## src/rtl/dzmcu_bus_ctrl.sv

```systemverilog
// MCU bus memory controller: serves boot ROM, HRAM and the boot-disable register locally and forwards other accesses to an external req/ack port.
// Optional external-port timeout is built in when DZMCU_BUS_TIMEOUT_EN is defined.
module dzmcu_bus_ctrl #(
   parameter int TIMEOUT_CYCLES = 64,
   parameter int BOOT_SIZE_LOG2 = 8
) (
   input  logic                      iClock,
   input  logic                      iReset,
   input  logic [15:0]               iCpuAddr,
   input  logic [7:0]                iCpuData,
   input  logic                      iCpuWe,
   input  logic                      iCpuReadRequest,
   output logic [7:0]                oCpuData,
   output logic                      oAck,
   output logic                      oBusy,
   output logic [BOOT_SIZE_LOG2-1:0] oBootAddr,
   input  logic [7:0]                iBootData,
   output logic                      oBootEnabled,
   output logic [15:0]               oExtAddr,
   output logic [7:0]                oExtData,
   output logic                      oExtWe,
   output logic                      oExtReq,
   input  logic                      iExtAck,
   input  logic [7:0]                iExtData,
   output logic                      oBusError,
   output logic [1:0]                oDbgState
);

   typedef enum logic [1:0] {ST_IDLE, ST_LOCAL, ST_EXT_WAIT, ST_ACK} state_t;

   localparam logic [16:0] BOOT_LIMIT = 17'(1) << BOOT_SIZE_LOG2;

   if (TIMEOUT_CYCLES < 2 || TIMEOUT_CYCLES > 255) begin : g_bad_timeout
      $error("TIMEOUT_CYCLES must be in 2..255");
   end

   state_t      r_state, w_next_state;
   logic [15:0] r_addr;
   logic [7:0]  r_wdata;
   logic        r_we;
   logic [7:0]  r_cpu_data;
   logic        r_boot_en;
   logic [7:0]  r_hram [0:126];

   logic        w_strobe, w_req_local, w_lat_boot, w_lat_bdis, w_lat_hram, w_timeout;
   logic [6:0]  w_hram_idx;

   assign w_strobe    = iCpuWe | iCpuReadRequest;
   // Writes into the boot window are MBC register writes and always go external.
   assign w_req_local = (({1'b0, iCpuAddr} < BOOT_LIMIT) && r_boot_en && !iCpuWe) ||
                        (iCpuAddr == 16'hFF50) ||
                        (iCpuAddr >= 16'hFF80 && iCpuAddr != 16'hFFFF);
   assign w_lat_boot  = ({1'b0, r_addr} < BOOT_LIMIT) && r_boot_en && !r_we;
   assign w_lat_bdis  = (r_addr == 16'hFF50);
   assign w_lat_hram  = (r_addr >= 16'hFF80) && (r_addr != 16'hFFFF);
   assign w_hram_idx  = r_addr[6:0];

`ifdef DZMCU_BUS_TIMEOUT_EN
   logic [7:0] r_tmo_cnt;
   logic       r_bus_err;

   assign w_timeout = (r_state == ST_EXT_WAIT) && !iExtAck &&
                      (r_tmo_cnt == 8'(TIMEOUT_CYCLES - 1));

   always_ff @(posedge iClock) begin
      if (!iReset || r_state != ST_EXT_WAIT) r_tmo_cnt <= 8'd0;
      else                                    r_tmo_cnt <= r_tmo_cnt + 8'd1;
   end

   always_ff @(posedge iClock) begin
      if (!iReset)        r_bus_err <= 1'b0;
      else if (w_timeout) r_bus_err <= 1'b1;
   end

   assign oBusError = r_bus_err;
`else
   assign w_timeout = 1'b0;
   assign oBusError = 1'b0;
`endif

   always_ff @(posedge iClock) begin
      if (!iReset) r_state <= ST_IDLE;
      else         r_state <= w_next_state;
   end

   always_comb begin
      w_next_state = r_state;
      case (r_state)
         ST_IDLE:     if (w_strobe) w_next_state = w_req_local ? ST_LOCAL : ST_EXT_WAIT;
         ST_LOCAL:    w_next_state = ST_ACK;
         ST_EXT_WAIT: if (iExtAck || w_timeout) w_next_state = ST_ACK;
         ST_ACK:      w_next_state = ST_IDLE;
         default:     w_next_state = ST_IDLE;
      endcase
   end

   // External port: oExtReq rises on entry to EXT_WAIT and stays high, with address/data/we
   // frozen, until the first cycle iExtAck is sampled high; iExtAck at any other time is ignored.
   always_comb begin
      oAck    = (r_state == ST_ACK);
      oBusy   = (r_state != ST_IDLE);
      oExtReq = (r_state == ST_EXT_WAIT);
      oExtWe  = (r_state == ST_EXT_WAIT) && r_we;
   end

   always_ff @(posedge iClock) begin
      if (!iReset) begin
         r_addr     <= 16'h0000;
         r_wdata    <= 8'h00;
         r_we       <= 1'b0;
         r_cpu_data <= 8'h00;
         r_boot_en  <= 1'b1;
      end else begin
         if (r_state == ST_IDLE && w_strobe) begin
            r_addr  <= iCpuAddr;
            r_wdata <= iCpuData;
            r_we    <= iCpuWe;
         end
         if (r_state == ST_LOCAL) begin
            if (w_lat_hram) begin
               if (!r_we) r_cpu_data <= r_hram[w_hram_idx];
            end else if (w_lat_bdis) begin
               if (r_we) begin
                  if (r_wdata != 8'h00) r_boot_en <= 1'b0;
               end else begin
                  r_cpu_data <= {7'b1111111, ~r_boot_en};
               end
            end else if (w_lat_boot) begin
               r_cpu_data <= iBootData;
            end
         end
         if (r_state == ST_EXT_WAIT && !r_we) begin
            if (iExtAck)        r_cpu_data <= iExtData;
            else if (w_timeout) r_cpu_data <= 8'hFF;
         end
      end
   end

   always_ff @(posedge iClock) begin
      if (iReset && r_state == ST_LOCAL && w_lat_hram && r_we) r_hram[w_hram_idx] <= r_wdata;
   end

   assign oCpuData     = r_cpu_data;
   assign oBootAddr    = r_addr[BOOT_SIZE_LOG2-1:0];
   assign oBootEnabled = r_boot_en;
   assign oExtAddr     = r_addr;
   assign oExtData     = r_wdata;
   assign oDbgState    = r_state;

endmodule

```

## config.mk

```make
export PLATFORM = sky130hd
export DESIGN_NAME = dzmcu_bus_ctrl
export DESIGN_NICKNAME = d
export VERILOG_FILES = /design/src/rtl/dzmcu_bus_ctrl.sv
export SDC_FILE = /design/constraint.sdc
export NUM_CORES = 1
export LEC_CHECK = 0
export BUFFER_PORTS_ARGS = -buffer_cell sky130_fd_sc_hd__buf_2
export CAP_MARGIN = 5
export CORE_UTILIZATION = 45
export CTS_BUF_LIST = sky130_fd_sc_hd__clkbuf_4 sky130_fd_sc_hd__clkbuf_8 sky130_fd_sc_hd__clkbuf_16
export DETAILED_ROUTE_END_ITERATION = 10
export SLEW_MARGIN = 0
export SYNTH_ARGS = -nofsm -noshare
export SYNTH_HDL_FRONTEND = slang
export SYNTH_SLANG_ARGS = --single-unit
```

## constraint.sdc

```tcl
create_clock -name iClock -period 6.85 [get_ports iClock]
set_input_delay 1.37 -clock iClock [delete_from_list [all_inputs] [get_ports iClock]]
set_output_delay 1.37 -clock iClock [all_outputs]
set_load 0.02 [all_outputs]
```

; Word-level counts from Yosys, hierarchy flattened
; Memory sizes are Yosys's and may differ from the RTL's. A register that Yosys moved wholly into a read port is not among the register bits.
; Cells that the tools add are included.
[totals]
register_bits = 36
ramBits = 1016
in_bits = 45
wordCells = 60
mem_count = 1
[op_classes]
order_cmp = 4
n_eq_ne = 9
muxes = 16
bitwise = 3
n_reduce_logical = 21
[memory_table]
columns = memory, depth, word_bits, rd, rd_ports_with_merged_regs, wr, line
row1 = r_hram, 127, 8, 1, 1, 1, 43  ; logic [7:0] r_hram [0:126];
[op_table]
columns = operator, n
row1 = 8-bit 2-to-1 mux, 8
row2 = 16-bit == test (second input constant), 2
row3 = 16-bit greater-or-equal comparator (second input constant), 2
row4 = 16-bit by 9-bit < comparator with 1-bit output (second input constant), 2
row5 = 16-bit != test (second input constant), 2
row6 = 7-bit 2-to-1 mux, 2
row7 = 1-bit logical AND, 12
row8 = 2-bit case mux with 4 select lines, 1
row9 = 8-bit nonzero test, 1
row10 = 2-bit 2-to-1 mux, 3
row11 = 5-bit AND reduction, 1
row12 = 2-bit == test (second input constant), 2
row13 = 2-bit by 1-bit == test with 1-bit output (second input constant), 1
row14 = 1-bit logical NOT, 2
row15 = 2-bit logical NOT, 1
row16 = 1-bit logical OR, 2
row17 = 1-bit 2-to-1 mux, 2
row18 = 2-bit by 1-bit != test with 1-bit output (second input constant), 1
row19 = 2-bit != test (second input constant), 1
row20 = 1-bit inverter, 2
row21 = 2-bit AND reduction, 1
row22 = 2-bit nonzero test, 1
row23 = 1-bit bitwise OR, 1

; Depth between registers and ports, before layout
; Gate-level depths: netlist of the first run.
[logic_depth]
ltp_word = 9
depth_mapped = 12
mapped_depth_nobuf = 8

; Worst setup path after synthesis of the first run
; No wires, ideal clock.
[synth_timing]
path_kind = register -> output
startpoint = reg r_wdata[2] (netlist: oExtData[2])
endpoint = out oExtData[2]
arrival_ps = 1972
slack_ps = 3508
stages_incl_launch_ff = 1
path_buffers = 0
path_cell_list = dfxtp_1
[synth_lines]
columns = element, line
row1 = "start, declared", 39  ; logic [7:0] r_wdata;
row2 = "start signal, assigned", 116  ; r_wdata <= iCpuData;
row3 = "end, declared", 20  ; output logic [7:0] oExtData,
; No word-level cell between the ends.

; Final worst setup path of the first run
[layout_timing]
startpoint = reg r_addr[4] (netlist: oExtAddr[4])
endpoint = mem r_hram[103][0] (enable)
[layout_between]
elab_chain_len = 6
elab_cells_between_ends = 7
classes_between = order compare (1) / eq/ne (1) / mux (2) / reduce/logical (3)
[layout_lines]
columns = element, line
row1 = "start, declared", 38  ; logic [15:0] r_addr;
row2 = "start signal, assigned", 115  ; r_addr <= iCpuAddr;
row3 = 16-bit greater-or-equal comparator / 16-bit != test (equally long branches), 55  ; assign w_lat_hram = (r_addr >= 16'hFF80) && (r_addr != 16'hFFFF);
row4 = 1-bit logical AND, 55
row5 = 1-bit logical AND (2 in a row), 140  ; if (iReset && r_state == ST_LOCAL && w_lat_hram && r_we) r_hram[w_hram_idx] <= r_wdata;
row6 = 1-bit 2-to-1 mux, 140
row7 = 1-bit 2-to-1 mux (implied by the code), 140
row8 = "end, declared", 43
; Several ways; a longest one is shown, not always the timed one.

==> results of run 1 <==
## flip-flops by register name (all words and copies together), names as in the netlist, named ones only
name and cells:
r_hram 1016, oCpuData 8, oExtAddr 16, oExtData 8, oDbgState 2, oBootEnabled 1, r_we 1
## synthesized netlist by cell type, types with 19 or more instances
cell	number	area (um^2)
a21oi_1	58	290
mux2i_1	50	500
clkbuf_1	39	146
buf_2	43	215
buf_4	31	233
dfxtp_1	43	861
mux4_2	250	5630
nand2_1	101	379
nand3_1	22	110
nor2b_1	19	119
nor2_1	160	601
edfxtp_1	1016	30500
## worst max-delay path by stage
stage | cells past startpoint | end | from
final | 6 | r_hram[103][0] | oExtAddr[4]
after detailed placement | 5 | r_hram[7][1] | iReset
after global routing | 6 | r_hram[7][2] | oExtAddr[5]
after global placement | 5 | r_hram[111][0] | iReset
after floorplan | 0 | oExtData[2] | oExtData[2]
after CTS | 6 | r_hram[7][0] | oExtAddr[4]
## critical path: stages (launching register included)
cell,delay (ns)
dfxtp_1,0.42
nand4_1,0.46
o2111a_1,0.55
nand4_1,0.17
nor2_1,0.37
nand3_2,0.82
nor2_1,0.87
## logic make-up after synthesis
group,count (synthesis)
compound gates,201
fa+ha+maj,5
buf+inv,140
flops,1059
mux,322
other cells,1
simple gates,365
## layer usage
| layer | GRT usage | wire length [um] |
|---|---|---|
| met1 | 0.337 | 45600 |
| met5 | 0 | 30 |
| met3 | 0.0574 | 10600 |
| met4 | 0.0798 | 3520 |
| met2 | 0.359 | 50500 |
## per-stage QoR
stage / power, mW / area (um^2) / worst slack, ns / hold WS (ns)
final: 17.2 / 47000 / 2.77 / 0.488
after global routing: 17.7 / 47000 / 2.48 / 0.518
after CTS: 17.3 / 47000 / 2.79 / 0.482
after detailed placement: 11.2 / 43200 / 2.63 / 0.474
after global placement: 11.2 / 43200 / 2.67 / 0.468
after floorplan: 9.93 / 41700 / 3.51 / 0.554
## layout make-up
type | count | area (um^2) | share of cell area
inverter | 8 | 30.0 | 0.000639
sequential | 1059 | 31400 | 0.668
timing repair buffer | 124 | 778 | 0.0166
clock inverter | 74 | 923 | 0.0196
clock buffer | 125 | 2830 | 0.0602
multi-input combinational | 894 | 9540 | 0.203
tap | 1186 | 1480 | 0.0316
## power groups by stage
stage	sequential, mW	clock [mW]	combinational [mW]
floorplan	8.06	0	1.87
global placement	8.03	0	3.14
detailed placement	8.04	0	3.16
CTS	7.91	6.26	3.16
global route	7.92	6.50	3.31
finish	7.90	6.19	3.16
## cell usage in the layout, fill, tap and decap left out, types with 17 or more instances in the layout
| cell | count |
|---|---|
| mux2i_1 | 50 |
| a21oi_1 | 58 |
| o21ai_0 | 18 |
| clkbuf_16 | 108 |
| nor2b_1 | 18 |
| edfxtp_1 | 1016 |
| mux4_2 | 250 |
| clkbuf_4 | 17 |
| nor2_1 | 159 |
| buf_2 | 91 |
| bufinv_16 | 19 |
| clkinv_2 | 18 |
| nand2_1 | 95 |
| buf_4 | 27 |
| mux2_2 | 18 |
| nand3_1 | 20 |
| dfxtp_1 | 30 |
==> impl_results.md, run 1 <==
* Sw Share at 0.283
* Proportion of layout cells with a drive suffix above 1 at 0.264
* CP Launch Type: register
* WS Path Type: register to register
* Tmin final at between 4 and 5 ns
* CTS tree: yes
* Leak pwr at ~15 nW
* Syn nets at roughly 2100
* Sequential area share after synthesis at 0.753
* Syn avg cell area at between 15 and 20 um^2
* H-tree depth at 3
* Worst r2r path cells at 6
* Post-route ant nets at 0
* Yosys reg bits at 1059
* Detailed-route wire length at roughly 110 mm
* Reg-to-reg endpoint: r_hram[103][0]
* Std cell rows at 111
* Initial antenna violation count at 4
* Count of pins over their slew limit at 0
* Post-synthesis cell area at roughly 0.042 mm^2
* WHS Path Cells at 2
* FF-to-FF Start: oExtAddr[4]
* Setup TNS at 0 ns
* Sink Count at ~1100
* Sequential share of power at 0.458
* Hold Path Origin: oExtAddr[10]
* VDD IR max at 247 uV
* Cells after DPL at 3271
* Ys Warns at 0
* Adder-cell share of the synthesized area at 0.00150
* Initial Utilization at 0.455
* DRC at 0
* Setup Viol. Count Final at 0
* CTS Buffer Depth at 3
* Final period util at 0.595
* Synth unique cells at between 60 and 70
* Die height at 306 um
* Vias at 21400
* Largest family of logic cells by synthesized area: multiplexers
* Power share of the combinational group at 0.183
* Drt wl/cell at 31.8 um
* Core Region at a little over 0.09 mm^2
* PwrDens at 367 mW/mm^2
* Most used flip-flop cell after synthesis: edfxtp_1
* Fillers at ~7000
* Status: completed
* First-pass GRT wire length at about 160 mm
* RePlAce Congestion at 0.912
* Slew HR at 0.192
* CTS Root Cell: clkbuf_16
* Fin. Hold Viols at 0
* Dpl hpwl at between 60 and 70 mm
* 1st-iter DRT viols at a little over 3000
* HP Class: register to register
* Clk pin slew, worst setup/hold paths at around 0.06 ns
* P_int at around 12 mW
* Final Non-Filler Cells at roughly 3500
* Fmax at 245 MHz
* Port-buffer cells at 91
* Worst-Margin Slew at roughly 1.2 ns
* Hold Buf Count CTS at 0
* # diodes at 0
* I/O pin cnt at 93
* Total GRT Usage at 0.237
* Num CTS Buffers at around 110
* Final clock skew at roughly 0.019 ns
* CP required at 7.14 ns
* Final layout net count at around 2200
* Post-synthesis mux area share at 0.154
* Crit path max fanout at 15
* Final core occ at 0.513
* Largest net degree at the start of global routing at 129
* Die ar. at about 0.094 mm^2
* Vias per cell at ~6.2
* Postcts setup bufs at 0
* Compound-Gate Fraction of Synth Area at 0.0329
* RSZ-0062 raised after global routing: no
* Post-synthesis simple-gate area fraction at 0.0391
* Post-synth EDFFs at between 1000 and 1500
* Syn Inst Count at 2093
* Worst Hold Path EP: oExtAddr[10]
* Clk pwr share at 0.359
* Worst Setup End Kind: register
* R2R setup slack at around 2.8 ns
* Vias in the first global route at about 21000
* Max-cap viol count at 0
* Drt pass-1 iters at 6
* Net Switching at 4.88 mW
* Area Growth Syn to Fin at 12.8%
* Async S/R FF share, synth at 0
* Die width at 306 um
* Post-CTS sizing at 0
* Crit path DAT at between 4 and 5 ns
* Clk Latency, worst-skew pair at roughly 0.67 ns
* Synth Area in XOR/XNOR at 0
* GRT overflow at 0
Note: power is estimated with default switching activity, not from simulation.
==> run 2, diff against run 1 <==
--- a/config.mk
+++ b/config.mk
@@ -5,6 +5,7 @@
 export SDC_FILE = /design/constraint.sdc
 export NUM_CORES = 1
 export LEC_CHECK = 0
+export ABC_AREA = 1
 export BUFFER_PORTS_ARGS = -buffer_cell sky130_fd_sc_hd__buf_2
 export CAP_MARGIN = 5
 export CORE_UTILIZATION = 45
==> constraint.sdc (replaced) <==
create_clock -name iClock -period 3.3 [get_ports iClock]
set_input_delay 0.66 -clock iClock [delete_from_list [all_inputs] [get_ports iClock]]
set_output_delay 0.66 -clock iClock [all_outputs]
set_load 0.02 [all_outputs]
==> run 2 against run 1 <==
Net effect: first-iteration DRC count up 18%; critical path type unchanged; critical endpoint is now r_hram[43][1]; design area up 6.5%; clock skew up 0.014 ns.
==> impl_results.md, run 2 <==
* Max reg flops at 1016 (unchanged)
* RSZ-0062 raised after global routing: no (unchanged)
* CP Launch Type: register (unchanged)
* GRT overflow at 0 (unchanged)
* WS Path Type: register to register (unchanged)
* I/O pin cnt at 93 (unchanged)
* Busiest grt layer: met2 (unchanged)
* Most used flip-flop cell after synthesis: edfxtp_1 (unchanged)
* Leak pwr at 18.5 nW (was 14.6 nW)
* CP delay by family, top: simple AND/OR/NAND/NOR gates (unchanged)
* Fin. Hold Viols at 0 (unchanged)
* CTS Buffer Depth at 3 (unchanged)
* Async S/R FF share, synth at 0 (unchanged)
* Post-DP Area at 0.0465 mm^2 (was 0.0432 mm^2)
* Sequential area share after synthesis at 0.717 (was 0.753)
* Drt pass-1 iters at 5 (was 6)
* CP required at 3.68 ns (was 7.14 ns)
* Clk Latency, worst-skew pair at 0.69 ns (was 0.67 ns)
* Count of pins over their slew limit at 0 (unchanged)
* Largest net degree at the start of global routing at 135 (was 129)
* Num CTS Buffers at 109 (was 107)
* PwrDens at 837 mW/mm^2 (was 367 mW/mm^2)
* Vias per cell at 5.51 (was 6.16)
* Reg-to-reg endpoint: r_hram[43][1] (was r_hram[103][0])
* Yosys reg bits at 1059 (unchanged)
* Most common cell after layout, fill and taps aside: nand2_1 (was edfxtp_1)
* Commonest cells after routing, fill and taps aside: nand2_1, edfxtp_1, nand3_1 (was edfxtp_1, mux4_2, nor2_1)
* Worst Setup End Kind: register (unchanged)
* Syn Inst Count at 3871 (was 2093)
* Die ar. at 0.0985 mm^2 (was 0.0939 mm^2)
* Fmax at 340 MHz (was 245 MHz)
* Worst path depth at 8 (was 6)
* Fillers at 8393 (was 7196)
* Share of the synthesized area in the top cell type at 0.697 (was 0.732)
* CTS tree: yes (unchanged)
* Post-route cell area at 0.0501 mm^2 (was 0.0470 mm^2)
* HP Class: input pin to register (was register to register)
* VDD IR max at 1060 uV (was 247 uV)
* 1st-iter DRT viols at 3601 (was 3061)
* Tmin final at 2.94 ns (was 4.08 ns)
* RePlAce Congestion at 0.963 (was 0.912)
* Slowest-stage cell, CP: or4_4 (was nor2_1)
* Post-synthesis cell area at 0.0437 mm^2 (was 0.0417 mm^2)
* Sink Count at 1059 (unchanged)
* Most frequent CP cell: nand3_4
* Critical Path Max Stage Delay at 0.54 ns (was 0.87 ns)
* Crit path max fanout at 17 (was 15)
* Proportion of layout cells with a drive suffix above 1 at 0.124 (was 0.264)
* Crit path buffers/inverters at 1 (was 0)
* Final clock skew at 0.0326 ns (was 0.0189 ns)
* Crit path DAT at 3.32 ns (was 4.37 ns)
* WHS Path Cells at 3 (was 2)
* Setup Viol. Count Final at 0 (unchanged)
* H-tree depth at 3 (unchanged)
* CTS Root Cell: clkbuf_16 (unchanged)
* Global-route met3 utilization at 0.0443 (was 0.0574)
* Met1 Use GR at 0.344 (was 0.337)
* Detailed-route wire length at 122 mm (was 110 mm)
* Most flop-heavy register: r_hram (unchanged)
* Die height at 314 um (was 306 um)
* Clk pin slew, worst setup/hold paths at 0.07 ns (was 0.06 ns)
* Post-CTS sizing at 0 (unchanged)
* Vias in the first global route at 28800 (was 21200)
* Count leader, synth: nand2_1 (was edfxtp_1)
* Post-route ant nets at 0 (unchanged)
* Initial antenna violation count at 0 (was 4)
* Final period util at 0.890 (was 0.595)
* Vias at 29600 (was 21400)
* # diodes at 0 (unchanged)
* Status: completed (unchanged)
* Leading area contributor after synthesis: edfxtp_1 (unchanged)
* Initial Utilization at 0.458 (was 0.455)
* FF-to-FF Start: oExtAddr[9] (was oExtAddr[4])
* DRC at 0 (unchanged)
* Syn avg cell area at 11.3 um^2 (was 19.9 um^2)
* Port-buffer cells at 91 (unchanged)
* First-pass GRT wire length at 182 mm (was 158 mm)
* Critical Path, Cell by Cell: nand4_1 > nor2_4 > nand3_4 > or4_4 > nor2_8 > nand3_4 > nor2_1 > buf_4 (was nand4_1 > o2111a_1 > nand4_1 > nor2_1 > nand3_2 > nor2_1)
* Std cell rows at 113 (was 111)
* Commonest cells post-synth: nand2_1, edfxtp_1, nand3_1, nor2_1, clkbuf_1 (was edfxtp_1, mux4_2, nor2_1, nand2_1, a21oi_1)
* Worst-Margin Slew at 0.847 ns (was 1.21 ns)
* Drt wl/cell at 22.7 um (was 31.8 um)
* Met2 Use GR at 0.400 (was 0.359)
* Worst r2r path cells at 8 (was 6)
* Ys Warns at 0 (unchanged)
* R2R setup slack at 0.36 ns (was 2.77 ns)
* Die width at 314 um (was 306 um)
* Setup TNS at 0 ns (unchanged)
* Synth top area cells: edfxtp_1, nand2_1, nand3_1 (was edfxtp_1, mux4_2, dfxtp_1)
* Dpl hpwl at 71.7 mm (was 66.4 mm)
* Area Growth Syn to Fin at 14.5% (was 12.8%)
* Slew HR at 0.435 (was 0.192)
* Max-cap viol count at 0 (unchanged)
* Syn nets at 3921 (was 2143)
* Worst Hold Path EP: oDbgState[0] (was oExtAddr[10])
* Final layout net count at 4077 (was 2244)
* Synth unique cells at 33 (was 67)
* Total GRT Usage at 0.248 (was 0.237)
* Hold Path Origin: iReset (was oExtAddr[10])
* Post-synth EDFFs at 1016 (unchanged)
* Hold Buf Count CTS at 0 (unchanged)
* Core Region at 0.0956 mm^2 (was 0.0917 mm^2)
* Postcts setup bufs at 0 (unchanged)
==> run 2: how the worst max path moves through the flow <==
| stage | to | start | slack, ns |
|---|---|---|---|
| final | r_hram[43][1] | oExtAddr[9] | 0.36 |
| after global routing | r_hram[67][1] | oExtAddr[10] | 0.22 |
| after CTS | r_hram[43][1] | oExtAddr[11] | 0.37 |
| after detailed placement | r_hram[99][1] | oExtAddr[9] | 0.39 |
| after global placement | r_hram[99][3] | oExtAddr[15] | 0.42 |
| after floorplan | oBootEnabled | oExtData[6] | 0.54 |
==> run 2: layout make-up <==
type                    count  area, um^2  share of cell area
multi-input cells        2505       10900               0.218
clock inverters            62         556              0.0111
inverters                  56         228             0.00455
clock buffers             137        2990              0.0597
repair buffers            296        2380              0.0476
well taps                1265        1580              0.0316
flip-flops and latches   1059       31400               0.627
==> run 2: per-stage QoR <==
| stage | worst slack, ns | util | hold slack [ns] | instances | power [mW] |
|---|---|---|---|---|---|
| after floorplan | 0.536 | - | 0.554 | 3871 | 24.7 |
| after global placement | 0.424 | 0.487 | 0.476 | 5181 | 29.8 |
| after detailed placement | 0.388 | 0.487 | 0.478 | 5181 | 29.9 |
| after CTS | 0.370 | 0.524 | 0.233 | 5380 | 41.9 |
| after global routing | 0.224 | 0.524 | 0.253 | 5380 | 43.6 |
| final | 0.363 | 0.524 | 0.265 | 5380 | 41.9 |
==> run 2: tightest hold or removal path, stage by stage <==
cell and delay [ns]:
buf_2 0.10, inv_1 0.09, a21oi_1 0.05
==> run 2: report_power, final <==
part | switching (mW) | internal (mW)
Combinational | 9.81 | 3.16
Clock | 5.15 | 7.04
Sequential | 0.474 | 16.3
==> run 2: cells by family after synthesis <==
logic type                 share of synthesized area
buffers and inverters                         0.0333
AOI/OAI and AO/OA                             0.0163
other                                      0.0000857
DFF                                            0.717
adders and majority gates                    0.00143
and+or+nand+nor                                0.232
==> run 2: routing by layer <==
metal  up-vias  share of wire
met2      1222           0.47
met1     14400           0.42
li1      13800              -
met3       204          0.078
met4         0          0.026
met5         -              0
